$ cat config.mk
export PLATFORM = sky130hd
export DESIGN_NAME = stall_ctrl_multi_flat
export DESIGN_NICKNAME = d
export VERILOG_FILES = /design/src/rtl/stall_ctrl_multi_if.sv /design/src/rtl/stall_ctrl_multi.sv /design/src/flat_wrapper.sv
export SDC_FILE = /design/constraint.sdc
export NUM_CORES = 1
export LEC_CHECK = 0
export ABC_CLOCK_PERIOD_IN_PS = 6900
export BUFFER_PORTS_ARGS = -buffer_cell sky130_fd_sc_hd__buf_4
export CAP_MARGIN = 40
export CELL_PAD_IN_SITES_DETAIL_PLACEMENT = 1
export CELL_PAD_IN_SITES_GLOBAL_PLACEMENT = 2
export CORE_MARGIN = 3
export CORE_UTILIZATION = 30
export DETAILED_ROUTE_END_ITERATION = 8
export MAX_ROUTING_LAYER = met4
export PLACE_DENSITY = 0.87
export SLEW_MARGIN = 20
export SYNTH_ARGS = -nofsm -noshare
export SYNTH_HDL_FRONTEND = slang
export SYNTH_SLANG_ARGS = --single-unit
$ cat constraint.sdc
create_clock -name clk -period 6.9 [get_ports clk]
set_input_delay 2.07 -clock clk [delete_from_list [all_inputs] [get_ports clk]]
set_output_delay 2.07 -clock clk [all_outputs]
set_load 0.02 [all_outputs]
$ cat src/rtl/stall_ctrl_multi_if.sv
// Bundle of stall request inputs and pipeline control outputs for stall_ctrl_multi.
// The master side drives hazard requests; the slave side is the stall controller.
interface stall_ctrl_multi_if #(
  parameter int CNT_W   = 3,
  parameter int NUM_SRC = 2,
  parameter int PERF_W  = 16
) ();

  logic [NUM_SRC*CNT_W-1:0] stall_cnt;
  logic                     mem_busy;
  logic                     flush;
  logic                     pause_pc;
  logic                     hold_ifid;
  logic                     bubble;
  logic                     busy;
  logic [CNT_W-1:0]         rem_cnt;
  logic                     err;
  logic [PERF_W-1:0]        stall_cyc;

  modport master (
    output stall_cnt, mem_busy, flush,
    input  pause_pc, hold_ifid, bubble, busy, rem_cnt, err, stall_cyc
  );

  modport slave (
    input  stall_cnt, mem_busy, flush,
    output pause_pc, hold_ifid, bubble, busy, rem_cnt, err, stall_cyc
  );

endinterface

$ cat src/rtl/stall_ctrl_multi.sv
// Pipeline stall controller: merges multi-cycle stall requests into one countdown,
// with memory-busy hold, flush override, sticky over-range error and a perf counter.
module stall_ctrl_multi #(
  parameter int CNT_W     = 3,
  parameter int MAX_STALL = 6,
  parameter int NUM_SRC   = 2,
  parameter int PERF_W    = 16
) (
  input  logic               clk,
  input  logic               rst,
  stall_ctrl_multi_if.slave  bus
);

  localparam logic [CNT_W-1:0] MAX_C = CNT_W'(MAX_STALL);

  typedef enum logic [1:0] {IDLE, STALL, HOLD} state_t;

  state_t            state, state_nxt;
  logic [CNT_W-1:0]  rem, rem_nxt;
  logic [CNT_W-1:0]  field, clipped, n_req, merged, load;
  logic              over_range;
  logic              pause;
  logic              err_q;
  logic [PERF_W-1:0] stall_cyc_q;

  // Each source is clipped to MAX_STALL before taking the max, so loads never exceed it.
  always_comb begin
    n_req      = '0;
    over_range = 1'b0;
    field      = '0;
    clipped    = '0;
    for (int i = 0; i < NUM_SRC; i++) begin
      field = bus.stall_cnt[i*CNT_W +: CNT_W];
      if (field > MAX_C) begin
        over_range = 1'b1;
        clipped    = MAX_C;
      end else begin
        clipped = field;
      end
      if (clipped > n_req) n_req = clipped;
    end
  end

  assign merged = (rem > n_req) ? rem : n_req;

  always_comb begin
    state_nxt = state;
    rem_nxt   = rem;
    pause     = 1'b0;
    load      = (state == IDLE) ? n_req : merged;
    if (bus.flush) begin
      state_nxt = IDLE;
      rem_nxt   = '0;
    end else if (bus.mem_busy) begin
      pause     = 1'b1;
      state_nxt = HOLD;
      rem_nxt   = merged;
    end else begin
      // IDLE, STALL and a released HOLD all count down from the larger pending value.
      pause     = (load != '0);
      rem_nxt   = (load != '0) ? load - 1'b1 : '0;
      state_nxt = (rem_nxt != '0) ? STALL : IDLE;
    end
  end

  always_ff @(posedge clk or posedge rst) begin
    if (rst) begin
      state       <= IDLE;
      rem         <= '0;
      err_q       <= 1'b0;
      stall_cyc_q <= '0;
    end else begin
      state <= state_nxt;
      rem   <= rem_nxt;
      err_q <= err_q | over_range;
      if (pause && (stall_cyc_q != {PERF_W{1'b1}}))
        stall_cyc_q <= stall_cyc_q + 1'b1;
    end
  end

  assign bus.pause_pc  = pause & ~rst;
  assign bus.hold_ifid = pause & ~rst;
  assign bus.bubble    = (pause | bus.flush) & ~rst;
  assign bus.busy      = (state != IDLE);
  assign bus.rem_cnt   = rem;
  assign bus.err       = err_q;
  assign bus.stall_cyc = stall_cyc_q;

endmodule

$ cat src/flat_wrapper.sv
// flat-port wrapper written by rule: the top's interface ports become plain ports
module stall_ctrl_multi_flat 
#(
  parameter int CNT_W     = 3,
  parameter int MAX_STALL = 6,
  parameter int NUM_SRC   = 2,
  parameter int PERF_W    = 16
)
  (clk, rst, bus_stall_cnt, bus_mem_busy, bus_flush, bus_pause_pc, bus_hold_ifid, bus_bubble, bus_busy, bus_rem_cnt, bus_err, bus_stall_cyc);
  stall_ctrl_multi_if #(.CNT_W(CNT_W), .NUM_SRC(NUM_SRC), .PERF_W(PERF_W)) bus_i ();
  input  logic clk;
  input  logic rst;
  input wire logic [$bits(bus_i.stall_cnt)-1:0] bus_stall_cnt;
  input wire logic [$bits(bus_i.mem_busy)-1:0] bus_mem_busy;
  input wire logic [$bits(bus_i.flush)-1:0] bus_flush;
  output wire logic [$bits(bus_i.pause_pc)-1:0] bus_pause_pc;
  output wire logic [$bits(bus_i.hold_ifid)-1:0] bus_hold_ifid;
  output wire logic [$bits(bus_i.bubble)-1:0] bus_bubble;
  output wire logic [$bits(bus_i.busy)-1:0] bus_busy;
  output wire logic [$bits(bus_i.rem_cnt)-1:0] bus_rem_cnt;
  output wire logic [$bits(bus_i.err)-1:0] bus_err;
  output wire logic [$bits(bus_i.stall_cyc)-1:0] bus_stall_cyc;
  assign bus_i.stall_cnt = bus_stall_cnt;
  assign bus_i.mem_busy = bus_mem_busy;
  assign bus_i.flush = bus_flush;
  assign bus_pause_pc = bus_i.pause_pc;
  assign bus_hold_ifid = bus_i.hold_ifid;
  assign bus_bubble = bus_i.bubble;
  assign bus_busy = bus_i.busy;
  assign bus_rem_cnt = bus_i.rem_cnt;
  assign bus_err = bus_i.err;
  assign bus_stall_cyc = bus_i.stall_cyc;
  stall_ctrl_multi #(.CNT_W(CNT_W), .MAX_STALL(MAX_STALL), .NUM_SRC(NUM_SRC), .PERF_W(PERF_W)) u_core (.clk(clk), .rst(rst), .bus(bus_i));
endmodule
==> out/qor.yml <==
synth-warning-count: 0
synth_seq_cells: 22
synth_edf_count: 0
ys.flop_type: "dfrtp_1"
post-dp-hpwl_mm: 3.19
place.gp.congestion: 0.792
clkSinkCount: 22
finalCritPeriodShare_pct: 98.7
root_buffer: "clkbuf_8"
die_area_um2: 6100
syn-cell-area_um2: 1560
syn_area_per_cell_um2: 9.75
synth_nets: 177
cp_slowest_stage_delay_ns: 0.33
arrival_ns: 4.74
core_um2: 4880
cp_max_fo: 4
fill_cells: 574
status: "finished, final reports clean"
max-cap-violations: 0
cp.required_ns: 4.83
grt_pass1_vias: 1394
antenna_cells: 0
ios: 34
ys_seq_area_share_pct: 35.3
fin_skew_ns: 0.00269
postLayoutCoreUtil_pct: 43.9
ir_drop_v: 0.000151
clockBufferDepth: 2
place_ws_ns: -0.0185
multiInputGateArea_um2: 1040
hp-start: "u_core.bus.err$_DFF_PP0_"
rows: 25
finalCriticalPeriod_ns: 6.81
clk_latency_ns: 0.26
p_total_mw: 0.557
synthDistinctLibCells: 47
grt_pass1_wl_mm: 6.61
layout.cells.most_common: "buf_4"
dr.pass1.iters: 2
p_sw_mw: 0.208
cts_setup_buffers: 0
die_h_um: 78.1
final_nets: 219
viasPerCell: 5.00
grt_max_degree: 17
wl_per_cell_um: 14.9
h-tree-depth: 1
syn2layout_area_growth_pct: 37.3
p_int_mw: 0.348
async_flop_share_pct: 100
hp-class: "reg2reg"
antenna_left: 0
io_buffer_count: 33
cp_num_buf_inv: 3
max_slew_margin_pct: 67.6
cp-end-kind: "primary output"
yosys-top-cells-area: "dfrtp_1 (35%), ha_1 (5.6%), xor2_1 (4.5%)"
num_vias: 1340
wl_mm: 4.00
hold_violations: 0
slew_violations: 0
crit_type: "in2out"
finalSetupViolCount: 0
track_usage_pct: 13.5
cts_buffers: 3
start_util_pct: 32.0
fmax_mhz: 147
register_area_um2: 551
worst_pin_slew_ns: 0.485
crit_start: "bus_stall_cnt[0]"
cts_tree: "built"
final_cell_mix: "buf_4 (39), dfrtp_1 (22), nand2_1 (13)"
setup_ws_ns: 0.0905
drive_gt1_share_pct: 39.3
yosys.area.top_type_share_pct: 35.3
clock_power_share_pct: 21.7
path_common_cell: "nand2b_4"
critPathLaunchType: "primary input"
netlist_instances: 160
path_cells: "buf_4 -> a21boi_4 -> ha_4 -> nand2b_4 -> a21oi_4 -> mux2_4 -> inv_1 -> ha_1 -> and3_1 -> a211o_1 -> nand2b_4 -> a31o_4 -> a211oi_4 -> buf_6"
power_frac_comb_pct: 45.2
p_per_area_nw_per_um2: 260
cts.clk_slew.worst_paths_ns: 0.08
p_leak_nw: 0.964
crit_slowest_cell: "mux2_4"
cts_hold_buf: 0
fin_hold_ws_ns: 0.481
reg2reg_from: "u_core.bus.rem_cnt[0]$_DFF_PP0_"
overflow: 0
crit_family: "compound AO/OA/AOI/OAI gates"
swShare_pct: 37.4
synth_top_area_cell: "dfrtp_1"
dieWidth_um: 78.1
drc: 0
antenna_found_initial: 0
initialDrtViolationCount: 37
p_seq_share_pct: 33.2
cells by family after synthesis:
logic type	count (synthesis)	share of synthesized area (%)
adders and majority gates	7	5.61
muxes	4	2.81
xor gates and xnor gates	15	8.42
buffers and inverters	16	5.13
DFF	22	35.3
and+or+nand+nor	58	19.7
AOI/OAI and AO/OA	38	23.0
sequential cells by signal, summed over array words and instances, names as in the netlist:
name,flops
u_core.bus.stall_cyc,16
u_core.bus.err,1
u_core.state,2
u_core.bus.rem_cnt,3
layer usage:
metal	up-vias	part of all wire [%]	global-route usage (%)
met2	20	48	22.3
met1	657	48	17.8
met3	4	3.2	1.72
met4	0	0.75	3.15
li1	659	-	-
met5	-	0	-
final timing paths:
path                                                        endpoint  slack [ns]  cells past startpoint
worst max-delay path                                   bus_hold_ifid        0.09                     14
worst min-delay path                        u_core.bus.err$_DFF_PP0_        0.48                      2
worst max register to register   u_core.bus.stall_cyc[1]$_DFFE_PP0P_        4.31                     10
worst min register to register              u_core.bus.err$_DFF_PP0_        0.48                      2
max in group asynchronous       u_core.bus.stall_cyc[10]$_DFFE_PP0P_        4.70                      3
min in group asynchronous            u_core.bus.rem_cnt[2]$_DFF_PP0_        1.80                      2
power by group through the flow:
stage	clock network [mW]	logic, mW	registers (mW)
2_1_floorplan	0	0.135	0.207
3_3_place_gp	0	0.241	0.185
3_5_place_dp	0	0.248	0.187
4_1_cts	0.125	0.250	0.184
5_1_grt	0.129	0.273	0.189
6_report	0.121	0.251	0.185
worst register-to-register path: stages (launching register included):
cell	delay, ns
dfrtp_1	0.50
inv_1	0.08
ha_1	0.20
nand2b_1	0.15
a21oi_1	0.18
and2_4	0.18
mux2i_1	0.24
buf_4	0.15
nand2b_1	0.16
o21ai_1	0.27
mux2_2	0.36
Yosys cell counts (all sizes together) (2+ instances only):
cell	count
nor2	13
nand2b	5
ha	7
buf	4
clkbuf	3
a211oi	6
o211ai	5
xnor2	7
nand3	4
nor3	4
a21oi	5
o21ai	3
a211o	2
dfrtp	22
a21boi	3
xor2	8
inv	9
mux2	3
a31oi	4
and2	4
nand4	3
nand2	16
and3	4
o2111ai	4
area by class of cell:
cell class                 instances  area share, %
inverter                           9           1.58
multi-input combinational        122           48.4
clock inverter                     1           1.40
tap                               67           3.91
sequential                        22           25.7
clock buffer                       3           1.93
timing repair buffer              44           17.1
metrics by stage:
step / std cells / instance area [µm²] / setup TNS (ns)
floorplan: 160 / 1650 / -0.123
global placement: 263 / 2010 / 0
detailed placement: 264 / 2030 / -0.0361
CTS: 268 / 2110 / 0
global route: 268 / 2140 / -0.00541
finish: 268 / 2140 / 0
what timing repair did:
item	4_1_cts	5_1_grt
setup endpoints to repair	2	3
endpoints found under the hold margin	0	0
resized for setup	2	10
pin swaps	1	9
Power figures use the tool's default switching activity.
